==> config.mk <==
export PLATFORM = sky130hd
export DESIGN_NAME = hazard_unit
export DESIGN_NICKNAME = d
export VERILOG_FILES = /design/src/rtl/hazard_pkg.sv /design/src/rtl/hazard_mc_timer.sv /design/src/rtl/hazard_unit.sv
export SDC_FILE = /design/constraint.sdc
export NUM_CORES = 1
export LEC_CHECK = 0
export ABC_AREA = 1
export BUFFER_PORTS_ARGS = -buffer_cell sky130_fd_sc_hd__buf_4
export CORE_MARGIN = 5
export CORE_UTILIZATION = 41
export CTS_CLUSTER_DIAMETER = 100
export DETAILED_ROUTE_END_ITERATION = 10
export PLACE_DENSITY = 0.9
export SETUP_SLACK_MARGIN = 0.15
export SYNTH_ARGS = -nofsm -noshare
export SYNTH_HDL_FRONTEND = slang
export SYNTH_SLANG_ARGS = --single-unit
==> constraint.sdc <==
create_clock -name clk -period 1.6 [get_ports clk]
set_input_delay 0.32 -clock clk [delete_from_list [all_inputs] [get_ports clk]]
set_output_delay 0.32 -clock clk [all_outputs]
set_load 0.01 [all_outputs]
==> src/rtl/hazard_pkg.sv <==
// Shared types for the hazard unit: forwarding selects and the multi-cycle FSM state.
package hazard_pkg;

    typedef enum logic [1:0] {
        FWD_RF  = 2'b00,
        FWD_WB  = 2'b01,
        FWD_MEM = 2'b10
    } fwd_t;

    typedef enum logic {
        IDLE   = 1'b0,
        MCBUSY = 1'b1
    } haz_state_t;

    localparam int unsigned REG_AW_DEF = 5;

    // The Memory stage holds the younger result, so it wins over Writeback.
    function automatic fwd_t fwd_sel(input logic hit_mem, input logic hit_wb);
        if (hit_mem)     return FWD_MEM;
        else if (hit_wb) return FWD_WB;
        else             return FWD_RF;
    endfunction

endpackage

==> src/rtl/hazard_mc_timer.sv <==
// Occupancy timer for multi-cycle EX ops: holds EX for MC_LAT cycles including the start cycle.
module hazard_mc_timer
    import hazard_pkg::*;
#(
    parameter int unsigned MC_LAT = 4
) (
    input  logic clk,
    input  logic hazreset,
    input  logic mcstartE,
    output logic mcb,
    output logic busy,
    output logic last
);

    localparam int unsigned CNT_AW = (MC_LAT > 1) ? $clog2(MC_LAT) : 1;
    localparam bit          MC_EN  = (MC_LAT > 1);
    // The start cycle counts as one EX cycle, so MCBUSY covers the remaining MC_LAT-1.
    localparam logic [CNT_AW-1:0] CNT_INIT = CNT_AW'((MC_LAT > 1) ? MC_LAT - 2 : 0);

    haz_state_t        state_q, state_d;
    logic [CNT_AW-1:0] cnt_q, cnt_d;

    always_ff @(posedge clk) begin
        if (hazreset) begin
            state_q <= IDLE;
            cnt_q   <= '0;
        end else begin
            state_q <= state_d;
            cnt_q   <= cnt_d;
        end
    end

    always_comb begin
        state_d = state_q;
        cnt_d   = cnt_q;
        mcb     = 1'b0;
        busy    = 1'b0;
        last    = 1'b0;
        case (state_q)
            IDLE: begin
                if (mcstartE && MC_EN) begin
                    state_d = MCBUSY;
                    cnt_d   = CNT_INIT;
                    mcb     = 1'b1;
                end
            end
            MCBUSY: begin
                mcb  = 1'b1;
                busy = 1'b1;
                if (cnt_q == '0) begin
                    last    = 1'b1;
                    state_d = IDLE;
                end else begin
                    cnt_d = cnt_q - CNT_AW'(1);
                end
            end
            default: state_d = IDLE;
        endcase
    end

endmodule

==> src/rtl/hazard_unit.sv <==
// Pipeline hazard unit: EX forwarding, load-use stall, multi-cycle hold and branch flush.
// Optional perf counters (stall_cycles, flush_events) are built when HAZ_PERF_EN is defined.
module hazard_unit
    import hazard_pkg::*;
#(
    parameter int unsigned REG_AW = REG_AW_DEF,
    parameter int unsigned MC_LAT = 4
`ifdef HAZ_PERF_EN
    ,
    parameter int unsigned CNT_W  = 32
`endif
) (
    input  logic              clk,
    input  logic              hazreset,
    input  logic [REG_AW-1:0] rs1D,
    input  logic [REG_AW-1:0] rs2D,
    input  logic [REG_AW-1:0] rs1E,
    input  logic [REG_AW-1:0] rs2E,
    input  logic [REG_AW-1:0] rdE,
    input  logic [REG_AW-1:0] rdM,
    input  logic [REG_AW-1:0] rdW,
    input  logic              regwriteM,
    input  logic              regwriteW,
    input  logic              loadE,
    input  logic              pcsrcE,
    input  logic              mcstartE,
    output logic [1:0]        forwardAE,
    output logic [1:0]        forwardBE,
    output logic              stallF,
    output logic              stallD,
    output logic              stallE,
    output logic              flushD,
    output logic              flushE,
    output logic              flushM,
    output logic              haz_out,
    output logic              busy
`ifdef HAZ_PERF_EN
    ,
    output logic [CNT_W-1:0]  stall_cycles,
    output logic [CNT_W-1:0]  flush_events
`endif
);

    logic mcb, last, lwstall;

    hazard_mc_timer #(
        .MC_LAT (MC_LAT)
    ) u_mc_timer (
        .clk      (clk),
        .hazreset (hazreset),
        .mcstartE (mcstartE),
        .mcb      (mcb),
        .busy     (busy),
        .last     (last)
    );

    always_comb begin
        forwardAE = fwd_sel(regwriteM && (rdM != '0) && (rdM == rs1E),
                            regwriteW && (rdW != '0) && (rdW == rs1E));
        forwardBE = fwd_sel(regwriteM && (rdM != '0) && (rdM == rs2E),
                            regwriteW && (rdW != '0) && (rdW == rs2E));
    end

    always_comb begin
        lwstall = loadE && (rdE != '0) && ((rdE == rs1D) || (rdE == rs2D));
        stallF  = lwstall || mcb;
        stallD  = lwstall || mcb;
        stallE  = mcb;
        // The bubble into MEM stops on the op's final EX cycle so its result can advance.
        flushM  = mcb && !last;
        flushD  = pcsrcE && !mcb;
        flushE  = (lwstall || pcsrcE) && !mcb;
        haz_out = lwstall || mcb;
    end

`ifdef HAZ_PERF_EN
    logic [CNT_W-1:0] stall_cnt_q, flush_cnt_q;

    always_ff @(posedge clk) begin
        if (hazreset) begin
            stall_cnt_q <= '0;
            flush_cnt_q <= '0;
        end else begin
            if (stallF && (stall_cnt_q != '1)) stall_cnt_q <= stall_cnt_q + CNT_W'(1);
            if (flushE && (flush_cnt_q != '1)) flush_cnt_q <= flush_cnt_q + CNT_W'(1);
        end
    end

    assign stall_cycles = stall_cnt_q;
    assign flush_events = flush_cnt_q;
`endif

endmodule

==> results.json, run 1 <==
{
  "status": "finished, final reports clean",
  "seq_area_frac_synth_pct": 9.091,
  "fin_ws_ps": 122.4,
  "r2r_start": "u_mc_timer.cnt_q[0]$_SDFFE_PP0P_",
  "p_total_w": 0.0005801,
  "relSlewSlack_pct": 81.82,
  "dpl.cell_count": 183,
  "grt_util_all_layers_pct": 19.73,
  "path_class": "reg -> out",
  "syn_to_final_growth_pct": 89.77,
  "drv_slew": 0,
  "final_common_cell": "buf_4",
  "start_util_pct": 43.35,
  "power_switching_w": 0.0002117,
  "dpl.hpwl_um": 2111,
  "die_h_um": 50.14,
  "crit_slowest_cell": "dfxtp_1",
  "vias": 928,
  "grt_pass1_vias": 915,
  "leakagePower_nw": 0.6845,
  "clock-sinks": 3,
  "p_clk_share_pct": 24.1,
  "critPathMaxStageDelay_ps": 320,
  "antenna_left": 0,
  "powerDensity_nw_per_um2": 462.7,
  "synth_area_per_cell_um2": 5.695,
  "wl_per_cell_um": 14.10,
  "core_um2": 1524,
  "clock_path_buffers": 2,
  "h-tree-depth": 1,
  "nets": 216,
  "drt_first_iter_violations": 7,
  "rows": 14,
  "fin_crit_ps": 1478,
  "preCtsSetupSlack_ps": 89.65,
  "numPortBuffers": 53,
  "insertion_delay_ps": 240,
  "io_pins": 54,
  "antenna_cells": 0,
  "cts_tree": "yes",
  "chipWidth_um": 50.14,
  "ys_types": 19,
  "p_int_w": 0.0003684,
  "max_freq_mhz": 676.8,
  "critical_path.n_buffers_inverters": 2,
  "hp-class": "in -> reg",
  "final_cells": 188,
  "rsz0062_at_grt": "yes",
  "root_buffer": "clkbuf_4",
  "final_cell_mix": "buf_4 (41), nand2_1 (30), inv_1 (18), nor2_1 (12), buf_6 (12)",
  "drtPass1Iterations": 4,
  "gp_congestion": 0.8546,
  "syn_nets": 159,
  "worstHoldStart": "hazreset",
  "setup_violations": 0,
  "tightest_slew_ps": 272.3,
  "ctsHoldBuffers": 0,
  "final_hold_viol_count": 0,
  "ys_warn_count": 0,
  "required_ps": 1280,
  "finalSetupTns_ps": 0,
  "arrival_ps": 1160,
  "crit_family": "flip-flops",
  "power.share.switching_pct": 36.50,
  "finClkSkew_ps": 5.165,
  "hold_ws_ps": 252.5,
  "overflow": 0,
  "period_share_pct": 92.35,
  "drv_cap": 0,
  "fillCellCount": 106,
  "p_comb_share_pct": 60.2,
  "drcViolationCount": 0,
  "synth_seq_cells": 3,
  "synthCells": 116,
  "grt_max_degree": 6,
  "worstPathCellList": "inv_1 -> ha_1 -> a21oi_2 -> buf_4",
  "peakVddDrop_v": 0.0005020,
  "dieArea_um2": 2514,
  "cp-startpoint": "u_mc_timer.cnt_q[0]$_SDFFE_PP0P_",
  "routed_wl_um": 2651,
  "crit_path_start_kind": "register",
  "synth_area_um2": 660.6,
  "vias_per_cell": 4.936,
  "drive_gt1_share_pct": 45.93,
  "path_clk_slew_ps": 40,
  "p_seq_share_pct": 15.7,
  "endpoint_kind": "output port",
  "worstPathMaxFanout": 2,
  "antenna_found_initial": 0,
  "numCtsBuffers": 3,
  "grt_pass1_wl_um": 3870
}
## synthesized netlist by cell type
cell / instances / share of area (%)
nor3_2: 2 / 3.0
nand3_1: 7 / 5.3
o21ai_2: 1 / 1.3
ha_1: 1 / 1.9
nand2_1: 33 / 19
nor2_1: 15 / 8.5
a21oi_1: 1 / 0.76
inv_1: 20 / 11
xnor2_1: 16 / 21
nor3_1: 1 / 0.76
buf_4: 2 / 2.3
dfxtp_1: 3 / 9.1
nor2_2: 1 / 0.95
o21bai_1: 1 / 1.1
a21oi_2: 1 / 1.3
o21ai_0: 2 / 1.5
xor2_1: 6 / 8.0
a31oi_1: 1 / 0.95
nand4_1: 2 / 1.9
## sequential cells by signal, indices dropped and copies added (netlist names)
signal,count
u_mc_timer.cnt_q,2
u_mc_timer.state_q,1
## metal layers
metal  up-vias  global-route usage, %  share of wire, %
li1        462                      -                 -
met2        26                  37.45                60
met1       431                  20.04                33
met3         9                  2.367               3.3
met5         -                      0                 0
met4         0                  11.79               3.3
## worst register-to-register path: stages, from the launching register on
cell and delay (ps):
dfxtp_1 320, inv_1 60, ha_1 220, a21oi_2 170
buf_4 160, o21bai_1 70, a31oi_1 130
## timing repair
| item | 4_1_cts | 5_1_grt |
|---|---|---|
| endpoints found under the setup margin | 7 | 8 |
| setup buffers | 1 | 0 |
| gates resized for setup | 7 | 29 |
| hold endpoints to repair | 0 | 0 |
| pin swaps | 5 | 26 |
## final timing paths
check	to	slack, ps	cells after the start
setup / recovery	flushM	120	4
hold / removal	u_mc_timer.cnt_q[0]$_SDFFE_PP0P_	250	2
hold reg to reg	u_mc_timer.cnt_q[0]$_SDFFE_PP0P_	450	2
setup reg to reg	u_mc_timer.cnt_q[1]$_SDFFE_PP0P_	400	6
## cell families (layout without fill, tap and decap cells)
group | count (synthesis) | in the layout | share of synthesized area (%)
AO/OA/AOI/OAI | 7 | 7 | 7.008
XOR/XNOR | 22 | 22 | 29.17
adder cells (fa/ha/maj) | 1 | 1 | 1.894
buffers and inverters | 22 | 78 | 13.64
flip-flops | 3 | 3 | 9.091
AND/OR/NAND/NOR | 61 | 61 | 39.20
## stage by stage
| stage | area, um^2 | utilization (%) |
|---|---|---|
| finish | 1254 | 82.27 |
| CTS | 1132 | 74.30 |
| detailed placement | 1064 | 69.79 |
| global route | 1254 | 82.27 |
| floorplan | 660.6 | - |
| global placement | 1064 | 69.79 |
## power by group through the flow
stage               sequential (W)  combinational, W  clock, W
floorplan                0.0000902          0.000136         0
global placement         0.0000897          0.000277         0
detailed placement       0.0000905          0.000288         0
CTS                      0.0000900          0.000306  0.000144
global route             0.0000912          0.000378  0.000152
finish                   0.0000909          0.000349  0.000140
## cell type report
class | instances | area [um^2] | area share (%)
Timing Repair Buffer | 54 | 457.9 | 36.53
Sequential cell | 3 | 60.06 | 4.790
Multi-Input combinational cell | 91 | 611.8 | 48.80
Clock buffer | 4 | 26.28 | 2.096
Tap cell | 16 | 20.02 | 1.597
Inverter | 20 | 77.57 | 6.188
(Power assumes the default switching activity.)
==> inputs of run 2 (changes only) <==
==> constraint.sdc (replaced) <==
create_clock -name clk -period 1.6 [get_ports clk]
set_input_delay 0.24 -clock clk [delete_from_list [all_inputs] [get_ports clk]]
set_output_delay 0.24 -clock clk [all_outputs]
set_load 0.01 [all_outputs]
==> run 2 against run 1 <==
  * Critical endpoint unchanged
  * Sequential cell count is the same
  * Global-route usage shrank 1.9 points
  * Die area is the same
  * Largest cell class unchanged
  * Critical path type unchanged
  * Final cell count grew 0.53%
  * First-iteration DRC count grew 130%
==> results.json, run 2 (synthesis results as in run 1) <==
{
  "status": "finished, final reports clean",
  "drv_slew": 0,
  "nets": 217,
  "vias": 882,
  "period_share_pct": 88.19,
  "r2r_setup_slack_ps": 410,
  "dpl.cell_count": 183,
  "critPathMaxStageDelay_ps": 320,
  "finalSetupTns_ps": 0,
  "clock-sinks": 3,
  "worstPathMaxFanout": 5,
  "powerDensity_nw_per_um2": 470.6,
  "start_util_pct": 43.35,
  "arrival_ps": 1170,
  "rows": 14,
  "drtPass1Iterations": 4,
  "grt_util_all_layers_pct": 17.86,
  "numPortBuffers": 53,
  "wl_per_cell_um": 11.80,
  "top_regs": "u_mc_timer.cnt_q x2, u_mc_timer.state_q x1",
  "vias_per_cell": 4.667,
  "grt_pass1_vias": 888,
  "hp-class": "in -> reg",
  "syn_to_final_growth_pct": 70.27,
  "required_ps": 1360,
  "path_class": "reg -> out",
  "antenna_cells": 0,
  "insertion_delay_ps": 230,
  "holdPathStages": 2,
  "ff2ff_path_depth": 6,
  "finClkSkew_ps": 1.801,
  "worstHoldStart": "hazreset",
  "rsz0062_at_grt": "no",
  "leakagePower_nw": 0.6256,
  "peakVddDrop_v": 0.0003772,
  "relSlewSlack_pct": 79.75,
  "hold_end": "u_mc_timer.cnt_q[0]$_SDFFE_PP0P_",
  "r2r_end": "u_mc_timer.cnt_q[1]$_SDFFE_PP0P_",
  "setup_violations": 0,
  "routed_wl_um": 2231,
  "h-tree-depth": 1,
  "drt_first_iter_violations": 16,
  "drv_cap": 0,
  "core_um2": 1524,
  "drcViolationCount": 0,
  "crit_slowest_cell": "dfxtp_1",
  "final_cell_mix": "buf_4 (55), nand2_1 (32), inv_1 (19), xnor2_1 (16), nor2_1 (14)",
  "largest-register": "u_mc_timer.cnt_q",
  "antenna_found_initial": 0,
  "root_buffer": "clkbuf_4",
  "worstPathCellList": "inv_1 -> ha_2 -> a21oi_4 -> buf_4",
  "dpl.hpwl_um": 1976,
  "final_common_cell": "buf_4",
  "ctsHoldBuffers": 0,
  "gp_congestion": 0.8214,
  "antenna_left": 0,
  "final_cells": 189,
  "multi_input_area_um2": 530.5,
  "seq_area_um2": 60.06,
  "die_h_um": 50.14,
  "grt_pass1_wl_um": 3629,
  "chipWidth_um": 50.14,
  "io_pins": 54,
  "cts_tree": "yes",
  "dieArea_um2": 2514,
  "final_hold_viol_count": 0,
  "largest_reg_flops": 2,
  "r2r_start": "u_mc_timer.cnt_q[0]$_SDFFE_PP0P_",
  "path_clk_slew_ps": 40,
  "grt_max_degree": 6,
  "numCtsBuffers": 3,
  "fin_crit_ps": 1411,
  "clock_path_buffers": 2,
  "drive_gt1_share_pct": 38.73,
  "crit_path_start_kind": "register",
  "tightest_slew_ps": 303.4,
  "overflow": 0,
  "endpoint_kind": "output port",
  "fillCellCount": 132,
  "hold_ws_ps": 172.2,
  "max_freq_mhz": 708.7
}
run 2: changes by cell type in the layout (fill, tap and decap cells not counted), sizes merged:
cell and delta:
buf +1
run 2: metal layers:
layer  global-route usage [%]  up-vias  wire [um]
met5                        0        -          0
met4                    6.550        0          0
met3                    2.367        0         72
met2                    33.05       16       1319
met1                    20.39      402        839
li1                         -      464          -
run 2: how the worst max path moves through the flow:
| stage | to | cells past startpoint | slack, ps | startpoint |
|---|---|---|---|---|
| after floorplan | stallD | 7 | 450 | rdE[3] |
| after global placement | haz_out | 8 | 270 | rdE[3] |
| after detailed placement | haz_out | 8 | 240 | rdE[3] |
| after CTS | flushM | 4 | 160 | u_mc_timer.cnt_q[0]$_SDFFE_PP0P_ |
| after global routing | haz_out | 8 | 150 | rdE[3] |
| final | flushM | 4 | 190 | u_mc_timer.cnt_q[0]$_SDFFE_PP0P_ |
run 2: power by group:
part | switching (W) | total (W) | leakage, nW | internal [W]
Combinational | 0.000138 | 0.000304 | 0.586 | 0.000166
Sequential | 0.00000819 | 0.0000909 | 0.0249 | 0.0000827
Clock | 0.0000410 | 0.000135 | 0.0150 | 0.0000936
run 2: repair_timing:
action,4_1_cts,5_1_grt
resized for setup,0,6
endpoints found under the setup margin,0,4
setup buffers,0,2
run 2: layout make-up:
class                      count  share of cell area [%]
sequential                     3                   5.339
tap                           16                   1.780
clock buffer                   4                   2.336
inverter                      20                   6.674
timing repair buffer          55                   36.71
multi-input combinational     91                   47.16
run 2: critical path, delay by kind of cell, from the launching register on:
kind / cells / cell delay, ps
buffers and inverters: 2 / 220
adders and majority gates: 1 / 200
DFF: 1 / 320
AOI/OAI and AO/OA: 1 / 200
run 2: stage by stage:
step / util (%) / area (um^2) / total power [W] / setup WS (ps)
after floorplan: - / 660.6 / 0.0002257 / 454.1
after detailed placement: 69.79 / 1064 / 0.0003744 / 244.0
after global placement: 69.79 / 1064 / 0.0003668 / 265.5
after CTS: 71.51 / 1090 / 0.0005153 / 155.9
final: 73.81 / 1125 / 0.0005293 / 188.9
after global routing: 73.81 / 1125 / 0.0005757 / 149.9
